[src/rtl/mem_arbiter.sv]
// Single-port memory arbiter/sequencer for the fetch and data ports.
// Optional starvation guard for fetch: define ARB_FAIRNESS_EN.
module mem_arbiter #(
   parameter int WIDTH    = 32,
   parameter int ADDR_LEN = 32,
   parameter int MEM_AW   = 6,
   parameter int LAT      = 2,
   parameter int MAX_WAIT = 3
) (
   input  logic                clk,
   input  logic                reset,
   input  logic                if_req,
   input  logic [ADDR_LEN-1:0] if_addr,
   output logic                if_gnt,
   output logic                if_rvalid,
   output logic [WIDTH-1:0]    if_rdata,
   input  logic                dm_req,
   input  logic                dm_we,
   input  logic [ADDR_LEN-1:0] dm_addr,
   input  logic [WIDTH-1:0]    dm_wdata,
   output logic                dm_gnt,
   output logic                dm_rvalid,
   output logic [WIDTH-1:0]    dm_rdata,
   output logic                mem_en,
   output logic                mem_we,
   output logic [MEM_AW-1:0]   mem_addr,
   output logic [WIDTH-1:0]    mem_wdata,
   input  logic [WIDTH-1:0]    mem_rdata,
   output logic                busy
);

   typedef enum logic {IDLE, WAIT} state_t;

   state_t      state_q, state_d;
   logic        owner_q, owner_d;
   logic        store_q, store_d;
   logic [3:0]  cnt_q, cnt_d;
   logic        force_if;
   logic        dm_win, if_win;

   logic              if_gnt_c, dm_gnt_c;
   logic              if_rvalid_c, dm_rvalid_c;
   logic [WIDTH-1:0]  if_rdata_c, dm_rdata_c;
   logic              mem_en_c, mem_we_c;
   logic [MEM_AW-1:0] mem_addr_c;
   logic [WIDTH-1:0]  mem_wdata_c;

`ifdef ARB_FAIRNESS_EN
   logic [3:0] starve_q, starve_d;

   assign force_if = (starve_q == 4'(MAX_WAIT));

   always_comb begin
      starve_d = starve_q;
      if (state_q == IDLE) begin
         if (if_win)
            starve_d = 4'd0;
         else if (if_req)
            starve_d = (starve_q == 4'hf) ? starve_q : starve_q + 4'd1;
         else
            starve_d = 4'd0;
      end
   end

   always_ff @(posedge clk or negedge reset) begin
      if (!reset)
         starve_q <= 4'd0;
      else
         starve_q <= starve_d;
   end
`else
   // Strict priority: fetch is never forced ahead of data.
   assign force_if = (MAX_WAIT == 0);
`endif

   assign dm_win = dm_req & ~(if_req & force_if);
   assign if_win = if_req & ~dm_win;

   always_comb begin
      state_d     = state_q;
      owner_d     = owner_q;
      store_d     = store_q;
      cnt_d       = cnt_q;
      if_gnt_c    = 1'b0;
      dm_gnt_c    = 1'b0;
      if_rvalid_c = 1'b0;
      dm_rvalid_c = 1'b0;
      if_rdata_c  = '0;
      dm_rdata_c  = '0;
      mem_en_c    = 1'b0;
      mem_we_c    = 1'b0;
      mem_addr_c  = '0;
      mem_wdata_c = '0;
      unique case (state_q)
         IDLE: begin
            if (dm_win) begin
               dm_gnt_c    = 1'b1;
               mem_en_c    = 1'b1;
               mem_we_c    = dm_we;
               mem_addr_c  = dm_addr[MEM_AW+1:2];
               mem_wdata_c = dm_we ? dm_wdata : '0;
               owner_d     = 1'b1;
               store_d     = dm_we;
               cnt_d       = 4'(LAT - 1);
               state_d     = WAIT;
            end else if (if_win) begin
               if_gnt_c   = 1'b1;
               mem_en_c   = 1'b1;
               mem_addr_c = if_addr[MEM_AW+1:2];
               owner_d    = 1'b0;
               store_d    = 1'b0;
               cnt_d      = 4'(LAT - 1);
               state_d    = WAIT;
            end
         end
         WAIT: begin
            if (cnt_q == 4'd0) begin
               state_d = IDLE;
               if (owner_q) begin
                  dm_rvalid_c = 1'b1;
                  dm_rdata_c  = store_q ? '0 : mem_rdata;
               end else begin
                  if_rvalid_c = 1'b1;
                  if_rdata_c  = mem_rdata;
               end
            end else begin
               cnt_d = cnt_q - 4'd1;
            end
         end
         default: state_d = IDLE;
      endcase
   end

   always_ff @(posedge clk or negedge reset) begin
      if (!reset) begin
         state_q <= IDLE;
         owner_q <= 1'b0;
         store_q <= 1'b0;
         cnt_q   <= 4'd0;
      end else begin
         state_q <= state_d;
         owner_q <= owner_d;
         store_q <= store_d;
         cnt_q   <= cnt_d;
      end
   end

   // Reset forces every output low immediately, even with requests held.
   assign if_gnt    = reset & if_gnt_c;
   assign dm_gnt    = reset & dm_gnt_c;
   assign if_rvalid = reset & if_rvalid_c;
   assign dm_rvalid = reset & dm_rvalid_c;
   assign if_rdata  = {WIDTH{reset}} & if_rdata_c;
   assign dm_rdata  = {WIDTH{reset}} & dm_rdata_c;
   assign mem_en    = reset & mem_en_c;
   assign mem_we    = reset & mem_we_c;
   assign mem_addr  = {MEM_AW{reset}} & mem_addr_c;
   assign mem_wdata = {WIDTH{reset}} & mem_wdata_c;
   assign busy      = reset & (state_q == WAIT);

   logic unused_addr_bits;
   assign unused_addr_bits = ^{if_addr[ADDR_LEN-1:MEM_AW+2], if_addr[1:0],
                               dm_addr[ADDR_LEN-1:MEM_AW+2], dm_addr[1:0]};

endmodule

[config.mk]
export PLATFORM = sky130hd
export DESIGN_NAME = mem_arbiter
export DESIGN_NICKNAME = d
export VERILOG_FILES = /design/src/rtl/mem_arbiter.sv
export SDC_FILE = /design/constraint.sdc
export NUM_CORES = 1
export LEC_CHECK = 0
export BUFFER_PORTS_ARGS = -buffer_cell sky130_fd_sc_hd__buf_2
export CAP_MARGIN = 20
export CORE_AREA = 2 2 93 95
export DETAILED_ROUTE_END_ITERATION = 8
export DIE_AREA = 0 0 95 97
export HOLD_SLACK_MARGIN = 0.02
export PLACE_DENSITY_LB_ADDON = 0.15
export SLEW_MARGIN = 20
export SYNTH_ARGS = -nofsm -noshare
export SYNTH_HDL_FRONTEND = slang
export SYNTH_SLANG_ARGS = --single-unit
[constraint.sdc]
create_clock -name clk -period 5.84 [get_ports clk]
set_input_delay 1.46 -clock clk [delete_from_list [all_inputs] [get_ports clk]]
set_output_delay 1.46 -clock clk [all_outputs]
set_load 0.05 [all_outputs]
==> results of run 1 <==
## critical path, cell delays in order
cell,delay (ns)
buf_2,0.22
nand2_1,0.19
nor4_4,0.85
and2_1,0.24
buf_2,0.27
## final timing paths
check | startpoint | endpoint | slack, ns | depth (start not counted)
min | cnt_q[0] | cnt_q[0] | 0.60 | 2
min in group asynchronous | reset | cnt_q[3] | 1.08 | 1
max reg2reg | cnt_q[1] | cnt_q[3] | 4.30 | 5
min reg2reg | cnt_q[0] | cnt_q[0] | 0.60 | 2
max | reset | dm_rdata[19] | 1.14 | 5
max in group asynchronous | reset | cnt_q[2] | 4.57 | 1
## power groups by stage
stage                      clock, W  sequential, W  combinational, W
after floorplan                   0      0.0000869          0.000368
after global placement            0       0.000114          0.000454
after detailed placement          0       0.000115          0.000453
after CTS                 0.0000740       0.000115          0.000454
after global routing      0.0000749       0.000121          0.000481
final                     0.0000714       0.000114          0.000448
## metal layers
| layer | share of wire | GRT usage | vias to the layer above |
|---|---|---|---|
| met5 | 0 | 0 | - |
| met3 | 0.14 | 0.0202 | 4 |
| li1 | - | - | 921 |
| met1 | 0.31 | 0.0892 | 812 |
| met4 | 0.012 | 0.0334 | 0 |
| met2 | 0.54 | 0.213 | 142 |
## cells by family (layout without fill, tap and decap cells)
logic type | after synthesis | count (layout) | share of synthesized area
and+or+nand+nor | 117 | 117 | 0.660
buffers and inverters | 22 | 202 | 0.0759
AOI/OAI and AO/OA | 18 | 18 | 0.108
DFF | 7 | 7 | 0.146
adders and majority gates | 1 | 1 | 0.0104
## sequential cells by signal, summed over array words and instances (netlist names)
signal,cells
state_q,1
owner_q,1
store_q,1
cnt_q,4
## layout by cell type, fill, tap and decap left out
| cell type | n |
|---|---|
| or3_1 | 2 |
| nor3_1 | 1 |
| nor2_1 | 1 |
| a22o_1 | 7 |
| o21ai_0 | 2 |
| clkbuf_8 | 3 |
| nand2b_1 | 1 |
| clkbuf_1 | 1 |
| inv_1 | 6 |
| nor3_2 | 1 |
| nand3b_1 | 1 |
| ha_1 | 1 |
| or4_1 | 1 |
| nand3_1 | 2 |
| nor4_4 | 1 |
| nor4bb_1 | 1 |
| a31o_2 | 1 |
| nor3b_1 | 2 |
| dfrtp_1 | 7 |
| nand2_1 | 3 |
| a21oi_1 | 4 |
| buf_2 | 189 |
| nor3b_2 | 7 |
| o31ai_1 | 1 |
| and3_1 | 33 |
| a21o_1 | 2 |
| or3b_4 | 1 |
| and2_1 | 58 |
| o211ai_1 | 1 |
| nor2b_1 | 1 |
| buf_4 | 3 |
## area by class of cell
| cell class | instances | area (µm²) | area share |
|---|---|---|---|
| flip-flops and latches | 7 | 175 | 0.0768 |
| repair buffers | 192 | 968 | 0.425 |
| clock buffers | 4 | 45.0 | 0.0198 |
| well taps | 105 | 131 | 0.0576 |
| multi-input cells | 136 | 937 | 0.411 |
| inverters | 6 | 22.5 | 0.00988 |
## through the flow
step,util,worst slack [ns]
2_1_floorplan,-,1.55
3_3_place_gp,0.275,1.12
3_5_place_dp,0.275,1.02
4_1_cts,0.280,1.02
5_1_grt,0.280,0.950
6_report,0.280,1.14
==> metrics.md, run 1 <==
| Metric | Value |
|---|---|
| WHS | 0.602 ns |
| Clk Latency, worst-skew pair | roughly 0.23 ns |
| Drt via density | about 4.2 |
| RSZ-0062 raised after global routing | no |
| Crit Path Max Fanout | 25 |
| Die span in y | 97 µm |
| Antenna Nets Post-Route | 0 |
| Core Area | 8130 µm² |
| CP Capture Type | output port |
| CTS Hold Bufs | 0 |
| Sw power | 0.000379 W |
| Placed cell area | 2230 µm² |
| Remaining DRCs | 0 |
| Mapped Area | 1200 µm² |
| Pin count of the biggest net entering global routing | 41 |
| Slew Viols, Final | 0 |
| Final Non-Filler Cells | 450 |
| Worst-path clk slew | 0.04 ns |
| Drt first pass iters | 4 |
| Nets | 480 |
| PD cells | 278 nW/µm² |
| Status | completed |
| Worst Clk Skew | ~0.00056 ns |
| Internal | 0.000255 W |
| Post-Syn Nets | 299 |
| Seq pwr share | 0.180 |
| Wire per inst | 11.6 µm |
| Class of the most critical setup path | in -> out |
| CTS Root Cell | clkbuf_8 |
| First-pass GRT wire length | 7.37 mm |
| Worst slew pin tran | between 0.9 and 1 ns |
| Period utilization | 0.804 |
| Final setup vio count | 0 |
| Inserted Clock Buffers | 3 |
| Post-CTS setup buffers | 0 |
| Layout cells sized above 1 | 0.597 |
| Die footprint | a little over 9000 µm² |
| Comb pwr share | 0.707 |
| Post-synth top cells | 58 x and2_1, 33 x and3_1, 14 x clkbuf_1 |
| Routed WL | about 5.2 mm |
| Gr ovfl total | 0 |
| Static Leak | 1.57 nW |
| Post-synth top area cell | and2_1 |
| HP Class | reg -> reg |
| Number of enable flip-flop cells after synthesis | 0 |
| Hpwl dp | 4.39 mm |
| Fill cells | 890 |
| Ys Warns | 0 |
| Total Power | 0.000633 W |
| Placed cell count | 446 |
| Num rows | 33 |
| Cells after Synth | 165 |
| RePlAce Congestion | 0.693 |
| ANT cells | 0 |
| Ys flop type | dfrtp_1 |
| GRT Overall Usage | 0.101 |
| Post-synth top area share | 0.301 |
| Initial Util | 0.148 |
| DR vias | 1879 |
| Fin area | around 2300 µm² |
| Area growth syn-to-layout | 89.4% |
| Seq/Total Area, Yosys | 0.146 |
| Final Hold Viols | 0 |
| IO Port Bufs | 189 |
| Initial antenna violation count | 0 |
| Data required time of the worst path | ~4.4 ns |
| Synth area leaders | and2_1 30%, and3_1 17%, dfrtp_1 15%, nor3b_2 7.3%, a22o_1 5.1% |
| Setup TNS | 0 ns |
| Count leader, synth | and2_1 |
| Clock Power Share | 0.113 |
| Worst setup SP type | primary input |
| Sw Share | 0.598 |
| Slew HR | 0.345 |
| Peak supply drop | 81.4 µV |
| Worst EP arrival | 3.24 ns |
| Asr flop ratio synth | 1.00 |
| Yosys reg bits | 7 |
| Clk sink count | 7 |
| Number of distinct library cells after synthesis | 30 |
| MaxCap Viol Count | 0 |
| H-tree levels | 1 |
| Mapped Avg Cell Area | 7.29 µm² |
| Tmin final | 4.70 ns |
| Fmax | 0.213 GHz |
| CTS tree | yes |
| Resized Gates After CTS | 0 |
| Iter 0 DRT Violations | 9 |
| # IOs | 242 |
| Maximum clock insertion buffer count | 2 |
| Die W | 95 µm |
| Vias in the first global route | ~1600 |
Power figures use the tool's default switching activity.
==> run 2, diff against run 1 <==
- CORE_AREA: 2 2 93 95 -> 2 2 94 96
- DIE_AREA: 0 0 95 97 -> 0 0 96 98
- clock period: 5.84 -> 4.56 ns (I/O delays scaled with it)
==> run 2 against run 1 <==
Die area rose by 2.1%. Combinational power up 29%. Final cell count grew 0.89%. Design area up 0.49%. Critical path depth stayed put. Count of clock-buffer cells in the layout unchanged. Via count down 0.37%. First-iteration DRC count grew 78%. Sequential power grew 25%. Sequential share of layout area about the same. Largest cell class unchanged.
==> metrics.md, run 2 (same netlist as run 1, synthesis figures left out) <==
| Metric | Value |
|---|---|
| CTS Root Cell | clkbuf_8 |
| Worst Clk Skew | 0.00236 ns (+0.00180 ns) |
| Vias in the first global route | 1681 (+4.8%) |
| Slew Viols, Final | 0 (unchanged) |
| CP max stage cell | or3_1 |
| RePlAce Congestion | 0.719 (+3.8%) |
| Worst EP arrival | 2.68 ns (-0.56 ns) |
| HP Class | reg -> reg |
| Fmax | 0.262 GHz |
| Layout cells sized above 1 | 0.598 (+0.00116) |
| Class of the most critical setup path | in -> out |
| Iter 0 DRT Violations | 16 (+7) |
| Die span in y | 98 µm (+1.0%) |
| WHS | 0.606 ns (+0.00432 ns) |
| Maximum clock insertion buffer count | 2 (unchanged) |
| Slowest stage delay, CP | 0.59 ns (-0.26 ns) |
| # IOs | 242 (unchanged) |
| H-tree levels | 1 (unchanged) |
| CTS Hold Bufs | 0 (unchanged) |
| Routed WL | 5.29 mm (+1.1%) |
| Cell mode on critical path | buf_2 |
| Area growth syn-to-layout | 90.3% |
| Clk sink count | 7 (unchanged) |
| Data required time of the worst path | 3.42 ns (-0.96 ns) |
| RSZ-0062 raised after global routing | no |
| Inserted Clock Buffers | 3 (unchanged) |
| Nets | 481 (+0.21%) |
| Worst setup SP type | primary input |
| Tmin final | 3.82 ns |
| Status | completed |
| GRT Overall Usage | 0.0992 (-0.00178) |
| Resized Gates After CTS | 0 (unchanged) |
| Worst slew pin tran | 0.512 ns (-0.462 ns) |
| CTS tree | yes |
| Setup TNS | 0 ns (unchanged) |
| Setup crit start | reset |
| Clk Latency, worst-skew pair | 0.22 ns (about the same) |
| Slew HR | 0.658 (+0.313) |
| Commonest non-fill, non-tap cell in the layout | buf_2 |
| First-pass GRT wire length | 7.51 mm (+2.0%) |
| Hpwl dp | 4.47 mm (+1.8%) |
| Static Leak | 1.57 nW (+0.35%) |
| Period utilization | 0.837 |
| Initial antenna violation count | 0 (unchanged) |
| Largest register by flop count | cnt_q |
| Initial Util | 0.142 (-0.00580) |
| Wire per inst | 11.7 µm (+0.16%) |
| Largest register FFs | 4 (unchanged) |
| Crit Path Max Fanout | 11 (-56%) |
| DR vias | 1872 (-0.37%) |
| Antenna Nets Post-Route | 0 (unchanged) |
| PD cells | 352 nW/µm² (+27%) |
| MaxCap Viol Count | 0 (unchanged) |
| Most frequent cells in the layout | 189 x buf_2, 58 x and2_1, 33 x and3_1 |
| Peak supply drop | 106 µV (+31%) |
| Gr ovfl total | 0 (unchanged) |
| Post-CTS setup buffers | 0 (unchanged) |
| Final setup vio count | 0 (unchanged) |
| Die W | 96 µm (+1.1%) |
| IO Port Bufs | 189 (unchanged) |
| Num rows | 34 (+3.0%) |
| Crit path cell chain | buf_2 > nand2_1 > or3_1 > nor3b_2 > buf_2 |
| Worst-path clk slew | 0.04 ns (about the same) |
| Final Hold Viols | 0 (unchanged) |
| CP Capture Type | output port |
| Pin count of the biggest net entering global routing | 41 (unchanged) |
| ANT cells | 0 (unchanged) |
| Remaining DRCs | 0 (unchanged) |
| Worst r2r src | cnt_q[1] |
| Drt first pass iters | 4 (unchanged) |
| Core Area | 8470 µm² (+4.1%) |
| Die footprint | 9410 µm² (+2.1%) |
| Min-delay src | cnt_q[0] |
| Drt via density | 4.12 (-1.3%) |
[run 2: cell count changes in the layout (fill, tap and decap cells not counted)]
cell	previous run	this run
buf_4	3	4
[run 2: through the flow]
step,worst slack [ns],instance area (µm²),utilization,power [W],std cells
global route,0.582,2290,0.271,0.000871,454
global placement,0.714,2250,0.265,0.000730,450
CTS,0.686,2290,0.271,0.000820,454
finish,0.742,2290,0.271,0.000807,454
floorplan,0.909,1200,-,0.000582,165
detailed placement,0.690,2250,0.265,0.000730,450
[run 2: worst max-delay path, delay by kind of cell]
family	cells	cell delay (ns)
buffers and inverters	2	0.50
AND/OR/NAND/NOR	3	1.02
[run 2: area by class of cell]
type / count / area (µm²)
clock buffer: 4 / 45.0
multi-input combinational: 136 / 937
timing repair buffer: 193 / 976
sequential: 7 / 175
inverter: 6 / 22.5
fill: 991 / 6170
tap: 108 / 135
[run 2: path summary, 6_finish.rpt]
path / end / slack [ns] / depth (start not counted)
worst max-delay path: dm_rdata[6] / 0.74 / 5
worst min-delay path: cnt_q[0] / 0.61 / 2
worst max register to register: cnt_q[3] / 3.04 / 5
worst min register to register: cnt_q[0] / 0.61 / 2
max in group asynchronous: store_q / 3.61 / 1
min in group asynchronous: cnt_q[3] / 0.76 / 1
[run 2: layer usage]
metal | vias up | track usage | routed length, µm | part of all wire
li1 | 922 | - | - | -
met1 | 808 | 0.0965 | 1860 | 0.35
met2 | 140 | 0.202 | 2670 | 0.50
met3 | 2 | 0.0239 | 744 | 0.14
met4 | 0 | 0.0198 | 18 | 0.0034
met5 | - | 0 | 0 | 0
[run 2: power breakdown]
part           switching (W)  internal (W)   total, W
Sequential         0.0000518     0.0000915   0.000143
Combinational       0.000402      0.000176   0.000578
Clock              0.0000255     0.0000604  0.0000859
==> run 3, diff against run 2 <==
- ABC_AREA: unset -> 1
- CORE_AREA: 2 2 94 96 -> 2 2 93 95
- DIE_AREA: 0 0 96 98 -> 0 0 95 97
- clock period: 4.56 -> 3.4 ns (I/O delays scaled with it)
==> run 3 against run 2 <==
Design area down 0.38%. Final cell count up 19%. Largest cell class unchanged. Critical path depth up 1.
==> metrics.md, run 3 <==
| Metric | Value |
|---|---|
| Status | completed |
| Slew HR | 0.731 (+0.0726) |
| Synth area leaders | nor2_1 28%, inv_1 24%, dfrtp_1 14%, nand2_1 10%, buf_6 5.5% |
| DR vias | 1943 (+3.8%) |
| Period utilization | 0.844 |
| Min-Delay Path Depth | 2 (unchanged) |
| Fmax | ~0.35 GHz |
| Wire per inst | 8.46 µm (-27%) |
| Post-synth top area cell | nor2_1 |
| Die footprint | 9220 µm² (-2.1%) |
| Die span in y | 97 µm (-1.0%) |
| Drt via density | 3.60 (-13%) |
| Initial antenna violation count | 0 (unchanged) |
| Drt first pass iters | 4 (unchanged) |
| Placed cell area | 2240 µm² (-0.39%) |
| Worst EP arrival | 2.02 ns (-0.66 ns) |
| Clk sink count | 7 (unchanged) |
| MaxCap Viol Count | 0 (unchanged) |
| Yosys reg bits | 7 (unchanged) |
| # IOs | 242 (unchanged) |
| Post-Syn Nets | 383 (+28%) |
| Reg-to-reg setup timing slack | 2.10 ns (-0.94 ns) |
| RePlAce Congestion | 0.769 (+6.9%) |
| Number of distinct library cells after synthesis | 17 (-43%) |
| Min-delay src | cnt_q[1] |
| Largest register by flop count | cnt_q |
| Area growth syn-to-layout | 85.9% |
| Num rows | 33 (-2.9%) |
| Post-CTS setup buffers | 0 (unchanged) |
| WP buf/inv | 2 (unchanged) |
| Ys flop type | dfrtp_1 |
| Data required time of the worst path | 2.55 ns (-0.87 ns) |
| Die W | 95 µm (-1.0%) |
| Worst R2R End | cnt_q[2] |
| Setup TNS | 0 ns (unchanged) |
| GRT Overall Usage | 0.0853 (-0.0139) |
| Worst-path clk slew | 0.04 ns (about the same) |
| Slowest stage delay, CP | 0.30 ns (-0.29 ns) |
| Asr flop ratio synth | 1.00 (unchanged) |
| Pin count of the biggest net entering global routing | 34 (-17%) |
| Gr ovfl total | 0 (unchanged) |
| Tmin final | 2.87 ns |
| IO Port Bufs | 189 (unchanged) |
| Mapped Avg Cell Area | 4.93 µm² (-32%) |
| CP delay by family, top | simple AND/OR/NAND/NOR gates |
| Inserted Clock Buffers | 3 (unchanged) |
| Ys Warns | 0 (unchanged) |
| CTS Root Cell | clkbuf_8 |
| Worst slew pin tran | 0.404 ns (-0.109 ns) |
| Final Non-Filler Cells | 540 (+19%) |
| Vias in the first global route | 1555 (-7.5%) |
| Static Leak | 1.83 nW (+16%) |
| Largest register FFs | 4 (unchanged) |
| Total Power | 0.000992 W (+23%) |
| WHS Endpoint | cnt_q[1] |
| Antenna Nets Post-Route | 0 (unchanged) |
| Class of the most critical setup path | in -> out |
| Mapped Area | 1230 µm² (+2.0%) |
| Crit Path Max Fanout | 32 (+21) |
| CTS tree | yes |
| RSZ-0062 raised after global routing | no |
| Routed WL | 4.57 mm (-14%) |
| Post-synth top area share | 0.281 (-0.0201) |
| PD cells | 435 nW/µm² (+23%) |
| Layout cells sized above 1 | 0.485 (-0.113) |
| Peak supply drop | 271 µV (+160%) |
| Commonest non-fill, non-tap cell in the layout | buf_2 |
| First-pass GRT wire length | 6.60 mm (-12%) |
| FF-to-FF path depth | 7 (+2) |
| Clk Latency, worst-skew pair | 0.23 ns (about the same) |
| H-tree levels | 1 (unchanged) |
| Placed cell count | 536 (+19%) |
| Resized Gates After CTS | 0 (unchanged) |
| Worst Clk Skew | 0.00262 ns (+0.000260 ns) |
| Cells after Synth | 249 (+51%) |
| Count leader, synth | nor2_1 |
| ANT cells | 0 (unchanged) |
| Iter 0 DRT Violations | 36 (+20) |
| Initial Util | 0.151 (+0.00872) |
| Maximum clock insertion buffer count | 2 (unchanged) |
| Final Hold Viols | 0 (unchanged) |
| Final core utilization | 0.281 (+0.00995) |
| Worst r2r src | cnt_q[0] |
| Worst setup SP type | primary input |
| Seq/Total Area, Yosys | 0.143 (-0.00282) |
| Slew Viols, Final | 0 (unchanged) |
| Crit path cell chain | buf_2 > nand2_2 > nor2_4 > nand3_4 > nor2_1 > buf_2 |
| Hpwl dp | 3.97 mm (-11%) |
| Most frequent cells in the layout | 189 x buf_2, 92 x nor2_1, 77 x inv_1 |
| HP Class | reg -> reg |
| Number of enable flip-flop cells after synthesis | 0 (unchanged) |
| CP Capture Type | output port |
| Post-synth top cells | 92 x nor2_1, 77 x inv_1, 34 x nand2_1 |
| CP max stage cell | nand3_4 |
| Remaining DRCs | 0 (unchanged) |
| Core Area | 8130 µm² (-3.9%) |
| Cell mode on critical path | buf_2 |
| CTS Hold Bufs | 0 (unchanged) |
| Nets | 570 (+19%) |
| Fin area | 2280 µm² (-0.38%) |
| Final setup vio count | 0 (unchanged) |
## run 3: cell types whose count changed after synthesis, sizes merged, moves of 8 or more
cell    delta
nand2     +32
nand3      +8
and3      -33
and2      -58
clkbuf    -14
inv       +73
nor2     +102
nor3b      -9
## run 3: area by class of cell
| class | instances | area (µm²) |
|---|---|---|
| fill | 948 | 5850 |
| timing repair buffer | 191 | 961 |
| multi-input combinational | 154 | 673 |
| inverter | 79 | 297 |
| sequential | 7 | 175 |
| tap | 105 | 131 |
| clock buffer | 4 | 45.0 |
## run 3: cell families (layout without fill, tap and decap cells)
logic type	Yosys count	count (layout)	synth area share
and+or+nand+nor	149	149	0.516
buffers and inverters	88	274	0.309
DFF	7	7	0.143
AOI/OAI and AO/OA	3	3	0.0153
adders and majority gates	1	1	0.0102
xor gates and xnor gates	1	1	0.00714
## run 3: report_power, final
group	leakage (nW)	total [W]	switching, W	internal [W]
sequential	0.0849	0.000155	0.0000298	0.000125
combinational	1.72	0.000717	0.000537	0.000180
clock	0.0228	0.000120	0.0000391	0.0000814
total	1.83	0.000992	0.000606	0.000386
## run 3: per-layer routing
layer / global-route usage / part of all wire / vias to the layer above
met5: 0 / 0 / -
met4: 0.0167 / 0.0057 / 0
met3: 0.0132 / 0.11 / 2
met2: 0.183 / 0.53 / 106
met1: 0.0805 / 0.35 / 786
li1: - / - / 1049
## run 3: worst max-delay path by stage
stage / from / to / slack [ns] / cells after the start
global placement: reset / dm_rdata[21] / 0.47 / 6
finish: reset / dm_rdata[21] / 0.53 / 6
floorplan: reset / if_rdata[10] / 0.45 / 5
detailed placement: reset / dm_rdata[21] / 0.49 / 6
CTS: reset / dm_rdata[21] / 0.49 / 6
global route: reset / mem_wdata[13] / 0.40 / 8
## run 3: per-stage QoR
| step | worst slack (ns) | hold slack [ns] |
|---|---|---|
| after detailed placement | 0.487 | 0.526 |
| after global routing | 0.400 | 0.552 |
| after floorplan | 0.452 | 0.491 |
| after CTS | 0.490 | 0.537 |
| final | 0.532 | 0.528 |
| after global placement | 0.469 | 0.525 |
## run 3: worst min-delay path: stages (launching register included)
cell     delay [ns]
dfrtp_1        0.36
nand3_1        0.08
nand2_1        0.06
